<file path="src/rtl/mem_wb_elastic_pkg.sv">
// Shared constants and small helpers for the elastic MEM/WB stage.
package mem_wb_elastic_pkg;

  localparam logic [31:0] ZeroWord     = 32'h0000_0000;
  localparam logic [4:0]  NOPRegAddr   = 5'b00000;
  localparam logic        WriteDisable = 1'b0;
  localparam logic        WriteEnable  = 1'b1;
  localparam logic        Stop         = 1'b1;
  localparam logic        NoStop       = 1'b0;

  localparam int CH_GPR  = 0;
  localparam int CH_HILO = 1;

  // The out slot can take a new entry when it is empty or is draining this cycle.
  function automatic logic out_slot_free(input logic out_valid, input logic out_fire);
    return (!out_valid) || out_fire;
  endfunction

endpackage

</file>
<file path="src/rtl/mem_wb_elastic_if.sv">
// Valid/ready write-back bus: per-channel dest address, write enable and data.
interface mem_wb_elastic_if #(
  parameter int DATA_W = 32,
  parameter int ADDR_W = 5,
  parameter int NUM_CH = 2
) ();

  logic                     valid;
  logic                     ready;
  logic [NUM_CH*ADDR_W-1:0] wd;
  logic [NUM_CH-1:0]        wreg;
  logic [NUM_CH*DATA_W-1:0] wdata;

  modport master (output valid, output wd, output wreg, output wdata, input ready);
  modport slave  (input valid, input wd, input wreg, input wdata, output ready);

endinterface

</file>
<file path="src/rtl/mem_wb_elastic_wb_entry_reg.sv">
// One write-back entry (all channels) with load enable and clear.
module wb_entry_reg
  import mem_wb_elastic_pkg::*;
#(
  parameter int DATA_W = 32,
  parameter int ADDR_W = 5,
  parameter int NUM_CH = 2
) (
  input  logic                     clk,
  input  logic                     rst,
  input  logic                     load,
  input  logic                     clear,
  input  logic [NUM_CH*ADDR_W-1:0] d_wd,
  input  logic [NUM_CH-1:0]        d_wreg,
  input  logic [NUM_CH*DATA_W-1:0] d_wdata,
  output logic [NUM_CH*ADDR_W-1:0] q_wd,
  output logic [NUM_CH-1:0]        q_wreg,
  output logic [NUM_CH*DATA_W-1:0] q_wdata
);

  // Entry storage; clear dominates load so a flushed slot never keeps stale data.
  always_ff @(posedge clk or posedge rst) begin
    if (rst) begin
      q_wd    <= '0;
      q_wreg  <= {NUM_CH{WriteDisable}};
      q_wdata <= '0;
    end else if (clear) begin
      q_wd    <= '0;
      q_wreg  <= {NUM_CH{WriteDisable}};
      q_wdata <= '0;
    end else if (load) begin
      q_wd    <= d_wd;
      q_wreg  <= d_wreg;
      q_wdata <= d_wdata;
    end
  end

endmodule

</file>
<file path="src/rtl/mem_wb_elastic.sv">
// Elastic MEM/WB stage: out register plus one skid entry, flush, bubble counter.
module mem_wb_elastic
  import mem_wb_elastic_pkg::*;
#(
  parameter int DATA_W = 32,
  parameter int ADDR_W = 5,
  parameter int NUM_CH = 2,
  parameter int CNT_W  = 16
) (
  input  logic                  clk,
  input  logic                  rst,
  input  logic                  stall_mem,
  input  logic                  stall_wb,
  input  logic                  flush,
  mem_wb_elastic_if.slave       mem,
  mem_wb_elastic_if.master      wb,
  output logic [CNT_W-1:0]      bubble_cnt
);

  logic out_valid_r, skid_valid_r, mem_ready_r;
  logic [CNT_W-1:0] bubble_cnt_r;

  logic acc_s, fire_s;
  logic out_valid_nxt_s, skid_valid_nxt_s;
  logic out_load_s, out_clear_s, out_from_skid_s;
  logic skid_load_s, skid_clear_s;

  logic [NUM_CH*ADDR_W-1:0] out_q_wd, skid_q_wd, out_d_wd;
  logic [NUM_CH-1:0]        out_q_wreg, skid_q_wreg, out_d_wreg;
  logic [NUM_CH*DATA_W-1:0] out_q_wdata, skid_q_wdata, out_d_wdata;

  // Slot routing: flush first, then skid->out promotion, then new entry placement.
  always_comb begin
    acc_s            = mem.valid & mem_ready_r & (stall_mem == NoStop) & ~flush;
    fire_s           = out_valid_r & wb.ready & (stall_wb == NoStop);
    out_valid_nxt_s  = out_valid_r;
    skid_valid_nxt_s = skid_valid_r;
    out_load_s       = 1'b0;
    out_clear_s      = 1'b0;
    out_from_skid_s  = 1'b0;
    skid_load_s      = 1'b0;
    skid_clear_s     = 1'b0;
    if (flush) begin
      out_valid_nxt_s  = 1'b0;
      skid_valid_nxt_s = 1'b0;
      out_clear_s      = 1'b1;
      skid_clear_s     = 1'b1;
    end else if (fire_s && skid_valid_r) begin
      out_load_s       = 1'b1;
      out_from_skid_s  = 1'b1;
      skid_valid_nxt_s = acc_s;
      skid_load_s      = acc_s;
      skid_clear_s     = ~acc_s;
    end else if (acc_s && out_slot_free(out_valid_r, fire_s) && !skid_valid_r) begin
      out_load_s       = 1'b1;
      out_valid_nxt_s  = 1'b1;
    end else if (acc_s) begin
      skid_load_s      = 1'b1;
      skid_valid_nxt_s = 1'b1;
    end else if (fire_s) begin
      out_valid_nxt_s  = 1'b0;
      out_clear_s      = 1'b1;
    end else begin
      out_valid_nxt_s  = out_valid_r;
    end
  end

  assign out_d_wd    = out_from_skid_s ? skid_q_wd    : mem.wd;
  assign out_d_wreg  = out_from_skid_s ? skid_q_wreg  : mem.wreg;
  assign out_d_wdata = out_from_skid_s ? skid_q_wdata : mem.wdata;

  wb_entry_reg #(.DATA_W(DATA_W), .ADDR_W(ADDR_W), .NUM_CH(NUM_CH)) u_out (
    .clk(clk), .rst(rst), .load(out_load_s), .clear(out_clear_s),
    .d_wd(out_d_wd), .d_wreg(out_d_wreg), .d_wdata(out_d_wdata),
    .q_wd(out_q_wd), .q_wreg(out_q_wreg), .q_wdata(out_q_wdata)
  );

  wb_entry_reg #(.DATA_W(DATA_W), .ADDR_W(ADDR_W), .NUM_CH(NUM_CH)) u_skid (
    .clk(clk), .rst(rst), .load(skid_load_s), .clear(skid_clear_s),
    .d_wd(mem.wd), .d_wreg(mem.wreg), .d_wdata(mem.wdata),
    .q_wd(skid_q_wd), .q_wreg(skid_q_wreg), .q_wdata(skid_q_wdata)
  );

  // Valid bits, registered ready and the saturating bubble counter.
  always_ff @(posedge clk or posedge rst) begin
    if (rst) begin
      out_valid_r  <= 1'b0;
      skid_valid_r <= 1'b0;
      mem_ready_r  <= 1'b1;
      bubble_cnt_r <= '0;
    end else begin
      out_valid_r  <= out_valid_nxt_s;
      skid_valid_r <= skid_valid_nxt_s;
      mem_ready_r  <= ~skid_valid_nxt_s;
      if (!out_valid_r && (bubble_cnt_r != {CNT_W{1'b1}})) begin
        bubble_cnt_r <= bubble_cnt_r + CNT_W'(1);
      end
    end
  end

  assign mem.ready  = mem_ready_r;
  assign wb.valid   = out_valid_r;
  assign wb.wreg    = out_q_wreg & {NUM_CH{out_valid_r}};
  assign wb.wd      = out_valid_r ? out_q_wd : '0;
  assign wb.wdata   = out_valid_r ? out_q_wdata : '0;
  assign bubble_cnt = bubble_cnt_r;

endmodule

</file>
<file path="src/flat_wrapper.sv">
// flat-port wrapper written by rule: the top's interface ports become plain ports
module mem_wb_elastic_flat import mem_wb_elastic_pkg::*;
#(
  parameter int DATA_W = 32,
  parameter int ADDR_W = 5,
  parameter int NUM_CH = 2,
  parameter int CNT_W  = 16
)
  (clk, rst, stall_mem, stall_wb, flush, bubble_cnt, mem_valid, mem_wd, mem_wreg, mem_wdata, mem_ready, wb_valid, wb_wd, wb_wreg, wb_wdata, wb_ready);
  mem_wb_elastic_if #(.DATA_W(DATA_W), .ADDR_W(ADDR_W), .NUM_CH(NUM_CH)) mem_i ();
  mem_wb_elastic_if #(.DATA_W(DATA_W), .ADDR_W(ADDR_W), .NUM_CH(NUM_CH)) wb_i ();
  input  logic clk;
  input  logic rst;
  input  logic stall_mem;
  input  logic stall_wb;
  input  logic flush;
  output logic [CNT_W-1:0] bubble_cnt;
  input wire logic [$bits(mem_i.valid)-1:0] mem_valid;
  input wire logic [$bits(mem_i.wd)-1:0] mem_wd;
  input wire logic [$bits(mem_i.wreg)-1:0] mem_wreg;
  input wire logic [$bits(mem_i.wdata)-1:0] mem_wdata;
  output wire logic [$bits(mem_i.ready)-1:0] mem_ready;
  output wire logic [$bits(wb_i.valid)-1:0] wb_valid;
  output wire logic [$bits(wb_i.wd)-1:0] wb_wd;
  output wire logic [$bits(wb_i.wreg)-1:0] wb_wreg;
  output wire logic [$bits(wb_i.wdata)-1:0] wb_wdata;
  input wire logic [$bits(wb_i.ready)-1:0] wb_ready;
  assign mem_i.valid = mem_valid;
  assign mem_i.wd = mem_wd;
  assign mem_i.wreg = mem_wreg;
  assign mem_i.wdata = mem_wdata;
  assign mem_ready = mem_i.ready;
  assign wb_valid = wb_i.valid;
  assign wb_wd = wb_i.wd;
  assign wb_wreg = wb_i.wreg;
  assign wb_wdata = wb_i.wdata;
  assign wb_i.ready = wb_ready;
  mem_wb_elastic #(.DATA_W(DATA_W), .ADDR_W(ADDR_W), .NUM_CH(NUM_CH), .CNT_W(CNT_W)) u_core (.clk(clk), .rst(rst), .stall_mem(stall_mem), .stall_wb(stall_wb), .flush(flush), .mem(mem_i), .wb(wb_i), .bubble_cnt(bubble_cnt));
endmodule
</file>
<file path="config.mk">
export PLATFORM = sky130hd
export DESIGN_NAME = mem_wb_elastic_flat
export DESIGN_NICKNAME = d
export VERILOG_FILES = /design/src/rtl/mem_wb_elastic_pkg.sv /design/src/rtl/mem_wb_elastic_if.sv /design/src/rtl/mem_wb_elastic_wb_entry_reg.sv /design/src/rtl/mem_wb_elastic.sv /design/src/flat_wrapper.sv
export SDC_FILE = /design/constraint.sdc
export NUM_CORES = 1
export LEC_CHECK = 0
export CAP_MARGIN = 40
export CELL_PAD_IN_SITES_DETAIL_PLACEMENT = 0
export CELL_PAD_IN_SITES_GLOBAL_PLACEMENT = 2
export CORE_ASPECT_RATIO = 0.75
export CORE_MARGIN = 5
export CORE_UTILIZATION = 34
export DETAILED_ROUTE_END_ITERATION = 7
export PLACE_DENSITY = 0.93
export REMOVE_ABC_BUFFERS = 1
export SYNTH_ARGS = -nofsm -noshare
export SYNTH_HDL_FRONTEND = slang
export SYNTH_SLANG_ARGS = --single-unit
</file>
<file path="constraint.sdc">
create_clock -name clk -period 12.7 [get_ports clk]
set_input_delay 1.27 -clock clk [delete_from_list [all_inputs] [get_ports clk]]
set_output_delay 1.27 -clock clk [all_outputs]
set_load 0.005 [all_outputs]
</file>
==> qor.csv, run 1 <==
metric,value,unit
ys_dominant_reg_cell,dfrtp_1,
worst_pin_slew,0.821,ns
crit_arrival,3.89,ns
clock_skew,0.0128,ns
antenna_cells,0,
r2r-end,u_core.u_out.q_wdata[5],
combPwrFrac,13.0,%
drc,0,
cts_tree,built,
leakagePower,4.73,nW
rsz0062_at_grt,false,
syn_avg_cell_area,10.0,um^2
start_util,34.7,%
syn_area,8050,um^2
dp_slack,8.66,ns
min-delay-start,u_core.u_out.q_wdata[62],
layout_commonest_cell,clkdlybuf4s50_1,
ys_async_sr_fraction,100,%
finalSetupTns,0,ns
yosys_warnings,0,
pwr-share-clk,41.1,%
via_count,6765,
hold_viol_final,0,
hold_path.class,flip-flop to flip-flop,
final_cell_mix,"176 x clkdlybuf4s50_1, 169 x dfrtp_1, 80 x nand3_1",
grt_usage,17.0,%
io_pins,177,
endpoint_kind,flip-flop,
die_area,26900,um^2
h-tree-depth,4,
switching_share,26.1,%
fin_ws,9.08,ns
slew_headroom,45.3,%
clkTransAtPathRegs,0.07,ns
synth_edf_count,0,
r2r_cells,7,
drv_cap,0,
antenna_found_initial,3,
stdcell_area,10700,um^2
status,"finished, final reports clean",
wl_per_cell,18.5,um
cts-resized-gates,0,
r2r_slack,9.70,ns
vias_per_cell,5.43,
fmax,276,MHz
cts_setup_buffers,0,
criticalPathCategory,input port to flip-flop,
clk_latency,0.43,ns
die_h,143,um
drt_iter0_markers,680,
fin_nets,1018,
place.gp.congestion,0.745,
wl,23000,um
grt_pass1_wl,37200,um
placed_area,10100,um^2
reg2reg_from,u_core.wb.valid,
grt_pass1_vias,6806,
cts_buffer_depth,2,
synth_seq_cells,171,
dr.pass1.iters,8,
drive_gt1_share,6.13,%
grt_start_max_net_pins,83,
required,12.97,ns
core_area,23200,um^2
p_total,1.31,mW
root_buffer,clkbuf_16,
worst_setup_path_start_kind,input port,
power_frac_seq,45.9,%
cts_sinks,171,
crit_fanout,60,
holdBufCountCts,0,
power_density,123,nW/um^2
port_buffers,176,
p_int,965,uW
dp.final_hpwl,14100,um
cts_buffers,17,
ant_nets,0,
grt_overflow,0,
min_to,u_core.u_out.q_wdata[62],
die_w,188,um
synthCells,803,
min_period,3.62,ns
area_growth_syn_to_layout,32.4,%
post-route-period-util,28.5,%
power_switching,341,uW
finalSetupViolCount,0,
vdd_ir_drop_max,0.0882,mV
holdPathStages,2,
maxSlewViolCount,0,
synth_cell_types,43,
yosysSeqAreaShare,53.2,%
core.rowCount,48,
-- power by group through the flow --
stage	Clock, mW	Combinational, mW	Sequential (mW)
after CTS	0.552	0.173	0.599
final	0.537	0.170	0.599
after floorplan	0	0.0753	0.604
after global routing	0.569	0.188	0.604
after global placement	0	0.168	0.609
after detailed placement	0	0.172	0.609
-- metrics by stage --
step,util [%],cells,hold slack (ns)
after floorplan,-,723,0.451
after global placement,43.0,1211,0.470
after detailed placement,43.4,1215,0.469
after CTS,46.0,1246,0.487
after global routing,46.0,1246,0.508
final,46.0,1246,0.480
-- state kept, by name (all words and copies together) (netlist names) --
name / flops
u_core.mem.ready: 1
u_core.u_skid.q_wreg: 2
u_core.u_out.q_wd: 10
u_core.u_skid.q_wdata: 64
u_core.u_out.q_wreg: 2
u_core.u_out.q_wdata: 64
u_core.u_skid.q_wd: 10
u_core.wb.valid: 1
u_core.skid_valid_r: 1
u_core.bubble_cnt: 16
-- synth_stat cells (20+ instances only) --
cell	instances	area share, %
a22o_1	20	2.2
o21ai_0	73	4.5
a222oi_1	56	7.0
and2_1	77	6.0
nand3_1	80	5.0
buf_2	23	1.4
o21a_1	20	1.9
a21oi_1	81	5.0
inv_1	59	2.8
clkbuf_1	48	2.2
nor3b_1	20	1.9
dfrtp_1	170	53
-- metal layers --
metal	track usage, %	vias to the layer above	share of wire, %
met2	26.3	228	44
met1	23.8	3332	47
li1	-	3179	-
met3	4.89	20	7.5
met5	0	-	0.23
met4	4.17	6	0.63
-- critical path: stages --
cell and delay, ns:
clkdlybuf4s50_1 0.65, and4bb_4 0.24, buf_4 0.24, buf_16 0.24, a21oi_4 0.42, buf_4 0.64
a21oi_1 0.10
-- worst max-delay path by stage --
stage | start | to | slack (ns) | depth (start not counted)
2_1_floorplan | rst | u_core.bubble_cnt[0] | 6.80 | 1
5_1_grt | u_core.wb.valid | wb_wd[1] | 8.88 | 3
3_3_place_gp | flush | u_core.u_skid.q_wdata[4] | 8.70 | 6
4_1_cts | u_core.wb.valid | wb_wd[1] | 8.98 | 3
6_report | flush | u_core.u_skid.q_wdata[15] | 9.08 | 7
3_5_place_dp | flush | u_core.u_skid.q_wdata[9] | 8.66 | 7
-- cell type report --
| class | count | area (um^2) |
|---|---|---|
| inverter | 59 | 226 |
| tap | 300 | 375 |
| clock inverter | 12 | 165 |
| clock buffer | 19 | 433 |
| sequential | 171 | 4280 |
| timing repair buffer | 192 | 1950 |
| multi-input combinational | 493 | 3220 |
| fill | 2222 | 12500 |
-- cells by family after synthesis --
| group | Yosys count | synth area share (%) |
|---|---|---|
| buffers and inverters | 139 | 7.44 |
| DFF | 171 | 53.2 |
| adders and majority gates | 1 | 0.155 |
| and+or+nand+nor | 214 | 15.7 |
| xor gates and xnor gates | 13 | 1.41 |
| muxes | 1 | 0.140 |
| AOI/OAI and AO/OA | 264 | 22.0 |
Note: power is estimated with default switching activity, not from simulation.
==> inputs of run 2 (changes only) <==
--- a/config.mk
+++ b/config.mk
@@ -10,9 +10,9 @@
 export CELL_PAD_IN_SITES_GLOBAL_PLACEMENT = 2
 export CORE_ASPECT_RATIO = 0.75
 export CORE_MARGIN = 5
-export CORE_UTILIZATION = 34
+export CORE_UTILIZATION = 32
 export DETAILED_ROUTE_END_ITERATION = 7
-export PLACE_DENSITY = 0.93
+export PLACE_DENSITY = 0.89
 export REMOVE_ABC_BUFFERS = 1
 export SYNTH_ARGS = -nofsm -noshare
 export SYNTH_HDL_FRONTEND = slang
==> constraint.sdc (replaced) <==
create_clock -name clk -period 3.5 [get_ports clk]
set_input_delay 0.35 -clock clk [delete_from_list [all_inputs] [get_ports clk]]
set_output_delay 0.35 -clock clk [all_outputs]
set_load 0.005 [all_outputs]
==> run 2 against run 1 <==
Net effect:
- the run now ends with design-rule violations left
- final area grew 1.0%
- via count increased by 0.50%
- hold slack worse by 0.044 ns
- critical endpoint is now wb_wdata[29]
- critical path type is now flip-flop to primary output
- routed wire length grew 5.4%
- highest routed layer unchanged
- clock skew decreased by 0.0037 ns
==> qor.csv, run 2 (synthesis results as in run 1) <==
metric,value,unit
placed_area,10200,um^2
vdd_ir_drop_max,0.318,mV
wl,24300,um
clock_skew,0.00912,ns
criticalPathCategory,flip-flop to primary output,
dp_slack,0.838,ns
antenna_cells,0,
drv_cap,0,
endpoint_kind,primary output,
clk_latency,0.42,ns
p_total,4.66,mW
start_util,32.3,%
power_density,433,nW/um^2
status,"complete, but fails checks",
cts_setup_buffers,0,
die_h,147,um
hold_path.class,input port to async pin,
stdcell_area,10800,um^2
place.gp.congestion,0.769,
fin_nets,1021,
h-tree-depth,4,
post-route-period-util,81.1,%
drive_gt1_share,6.63,%
worst_pin_slew,0.841,ns
grt_overflow,0,
wl_per_cell,18.8,um
cts_sinks,171,
finalSetupTns,0,ns
drt_iter0_markers,752,
grt_pass1_wl,39200,um
vias_per_cell,5.28,
leakagePower,4.77,nW
die_w,193,um
crit_fanout,47,
io_pins,177,
min_period,2.84,ns
holdBufCountCts,0,
die_area,28500,um^2
layout_commonest_cell,clkdlybuf4s50_1,
grt_pass1_vias,6827,
via_count,6799,
cts-resized-gates,0,
drc,2,
worst_setup_path_start_kind,flip-flop,
cts_buffer_depth,2,
dp.final_hpwl,14700,um
grt_usage,17.1,%
final_cell_mix,"176 x clkdlybuf4s50_1, 169 x dfrtp_1, 80 x nand3_1",
maxSlewViolCount,0,
rsz0062_at_grt,false,
required,3.15,ns
cts_buffers,17,
hold_viol_final,0,
fmax,352,MHz
antenna_found_initial,2,
fin_ws,0.662,ns
port_buffers,176,
violations,design-rule violations,
finalSetupViolCount,0,
dr.pass1.iters,8,
ant_nets,0,
cts_tree,built,
core_area,24900,um^2
clkTransAtPathRegs,0.07,ns
grt_start_max_net_pins,86,
area_growth_syn_to_layout,33.8,%
fillers,2428,
core.rowCount,50,
slew_headroom,43.9,%
crit_arrival,2.49,ns
root_buffer,clkbuf_16,
finalCoreUtilization,43.3,%
==> run 2: cell count changes in the layout (fill, tap and decap cells not counted), sizes merged <==
cell      change
buf           +3
clkinvlp      -4
clkbuf        -1
bufinv        -2
clkinv        +8
==> run 2: path summary, 6_finish.rpt <==
path,to,startpoint,slack [ns],cells past startpoint
setup / recovery,wb_wdata[29],u_core.wb.valid,0.66,3
max in group asynchronous,u_core.u_out.q_wdata[56],rst,2.30,3
hold reg to reg,u_core.u_out.q_wdata[38],u_core.u_out.q_wdata[38],0.49,2
hold / removal,u_core.u_out.q_wdata[16],rst,0.44,2
setup reg to reg,u_core.u_skid.q_wdata[37],u_core.wb.valid,1.17,5
min in group clk,u_core.u_out.q_wdata[38],u_core.u_out.q_wdata[38],0.49,2
==> run 2: through the flow <==
step,hold slack [ns],std cells
after global routing,0.503,1288
after detailed placement,0.471,1256
after CTS,0.460,1288
final,0.436,1288
after floorplan,0.451,723
after global placement,0.468,1252
==> run 2: power breakdown <==
group	internal, mW	leakage (nW)	switching [mW]
clock	0.997	0.278	0.848
sequential	2.07	2.34	0.105
combinational	0.312	2.15	0.328
==> run 2: critical path: stages, from the launching register on <==
cell and delay (ns):
dfrtp_2 0.78, buf_4 0.54, and2_1 0.20, clkdlybuf4s50_1 0.55
==> run 2: per-layer routing <==
metal | track usage (%) | vias to the layer above | wire length (um)
met4 | 3.04 | 4 | 109
met5 | 0 | - | 40
met2 | 25.0 | 231 | 10400
met1 | 25.8 | 3370 | 12000
li1 | - | 3183 | -
met3 | 4.37 | 11 | 1730
==> run 2: final cells by class <==
cell class                 instances  area [um^2]  share of cell area (%)
tap                              338          423                    3.93
inverter                          59          226                    2.10
sequential                       171         4280                    39.8
clock buffer                      18          429                    3.99
clock inverter                    14          139                    1.29
multi-input combinational        493         3230                    30.0
timing repair buffer             195         2040                    18.9
==> inputs of run 3 (changes only) <==
==> constraint.sdc (replaced) <==
create_clock -name clk -period 2.7 [get_ports clk]
set_input_delay 0.27 -clock clk [delete_from_list [all_inputs] [get_ports clk]]
set_output_delay 0.27 -clock clk [all_outputs]
set_load 0.005 [all_outputs]
==> run 3 against run 2 <==
Net effect:
- the run now ends clean
- sequential power up 30%
- via count up 1.0%
- critical path depth unchanged
- global-route usage up 0.30 points
- critical path type unchanged
- critical endpoint is now wb_wdata[20]
==> qor.csv, run 3 (synthesis results as in run 1) <==
metric,value,unit
core.rowCount,50,
drive_gt1_share,6.53,%
cts_buffers,17,
cts-resized-gates,0,
root_buffer,clkbuf_16,
final_cell_mix,"176 x clkdlybuf4s50_1, 169 x dfrtp_1, 80 x nand3_1",
grt.met2_usage,25.1,%
cp-startpoint,u_core.wb.valid,
met1_usage,25.9,%
layout_commonest_cell,clkdlybuf4s50_1,
use_met3,4.84,%
placed_area,10200,um^2
dp_slack,0.426,ns
crit_arrival,2.18,ns
maxSlewViolCount,0,
drc,0,
via_count,6868,
place.gp.congestion,0.752,
drt_iter0_markers,750,
start_util,32.3,%
cts_setup_buffers,0,
dr.pass1.iters,6,
io_pins,177,
die_h,147,um
worst_pin_slew,0.533,ns
dp.final_hpwl,14800,um
ant_nets,0,
crit_chain,"buf_4, and2_1, clkdlybuf4s50_1",
status,"finished, final reports clean",
h-tree-depth,4,
grt_usage,17.4,%
reg2reg_from,u_core.wb.valid,
placed_cells,1258,
fin_nets,1023,
crit_family,buffers and inverters,
slowest_delay,0.71,ns
grt_pass1_wl,39600,um
slew_headroom,64.4,%
final_cells,1289,
rsz0062_at_grt,false,
vias_per_cell,5.33,
grt_pass1_vias,6886,
antenna_found_initial,3,
cts_tree,built,
fin_ws,0.249,ns
hold_path.class,input port to async pin,
grt_overflow,0,
vdd_ir_drop_max,0.416,mV
drv_cap,0,
top_usage_layer,met1,
cp_num_buf_inv,2,
stdcell_area,10800,um^2
finalSetupViolCount,0,
die_w,193,um
clock_skew,0.0108,ns
wl_per_cell,19.2,um
wl,24800,um
holdBufCountCts,0,
criticalPathCategory,flip-flop to primary output,
grt_start_max_net_pins,60,
clk_latency,0.43,ns
endpoint_kind,primary output,
cts_sinks,171,
core_area,24900,um^2
port_buffers,176,
required,2.43,ns
hold_viol_final,0,
clkTransAtPathRegs,0.07,ns
area_growth_syn_to_layout,34.1,%
crit_fanout,26,
worst_setup_path_start_kind,flip-flop,
cts_buffer_depth,2,
fmax,408,MHz
min_period,2.45,ns
post-route-period-util,90.8,%
leakagePower,4.78,nW
die_area,28500,um^2
power_density,565,nW/um^2
slowest_stage,dfrtp_2,
run 3: changes by cell type in the layout (fill, tap and decap cells not counted), sizes merged:
cell / previous run / this run
clkinv: 8 / 4
buf: 19 / 21
clkbuf: 18 / 20
bufinv: 1 / 2
diode: 0 / 1
inv: 63 / 62
run 3: cell type report:
| class | count | area [um^2] |
|---|---|---|
| antenna | 1 | 2.50 |
| clock buffer | 20 | 447 |
| clock inverter | 10 | 118 |
| fill | 2410 | 14100 |
| inverter | 59 | 226 |
| multi-input combinational | 493 | 3230 |
| sequential | 171 | 4280 |
| tap | 338 | 423 |
| timing repair buffer | 197 | 2070 |
run 3: metrics by stage:
stage          hold slack (ns)  utilization, %  setup TNS, ns  total power [mW]
3_5_place_dp             0.474            41.1              0              3.72
2_1_floorplan            0.412               -        -688.41              3.20
6_report                 0.231            43.4              0              6.10
4_1_cts                  0.251            43.4              0              6.18
5_1_grt                  0.275            43.4              0              6.35
3_3_place_gp             0.465            41.1              0              3.71
run 3: worst paths after layout:
kind                                                   to  slack, ns  depth (start not counted)
min in group clk                u_core.u_skid.q_wdata[14]       0.44                          3
worst max-delay path                         wb_wdata[20]       0.25                          3
worst max register to register    u_core.u_out.q_wdata[0]       0.75                          5
worst min register to register   u_core.u_out.q_wdata[30]       0.49                          2
worst min-delay path             u_core.u_out.q_wdata[16]       0.23                          2
max in group asynchronous        u_core.u_out.q_wdata[58]       1.75                          3
run 3: metal layers:
metal | wire length (um) | part of all wire (%)
met2 | 10900 | 44
met3 | 1910 | 7.7
met5 | 34 | 0.14
met1 | 11800 | 48
met4 | 170 | 0.69
run 3: worst register-to-register path: stages (launching register included):
cell and delay (ns):
dfrtp_2 0.71, nand4b_1 0.32, nor2_4 0.24, buf_12 0.26, a22o_1 0.24, o21a_1 0.12
run 3: where the power goes:
part	leakage [nW]	internal, mW	switching [mW]	total [mW]
Clock	0.277	1.38	1.05	2.43
Sequential	2.34	2.69	0.137	2.83
Combinational	2.16	0.404	0.431	0.835
Total	4.78	4.48	1.62	6.10
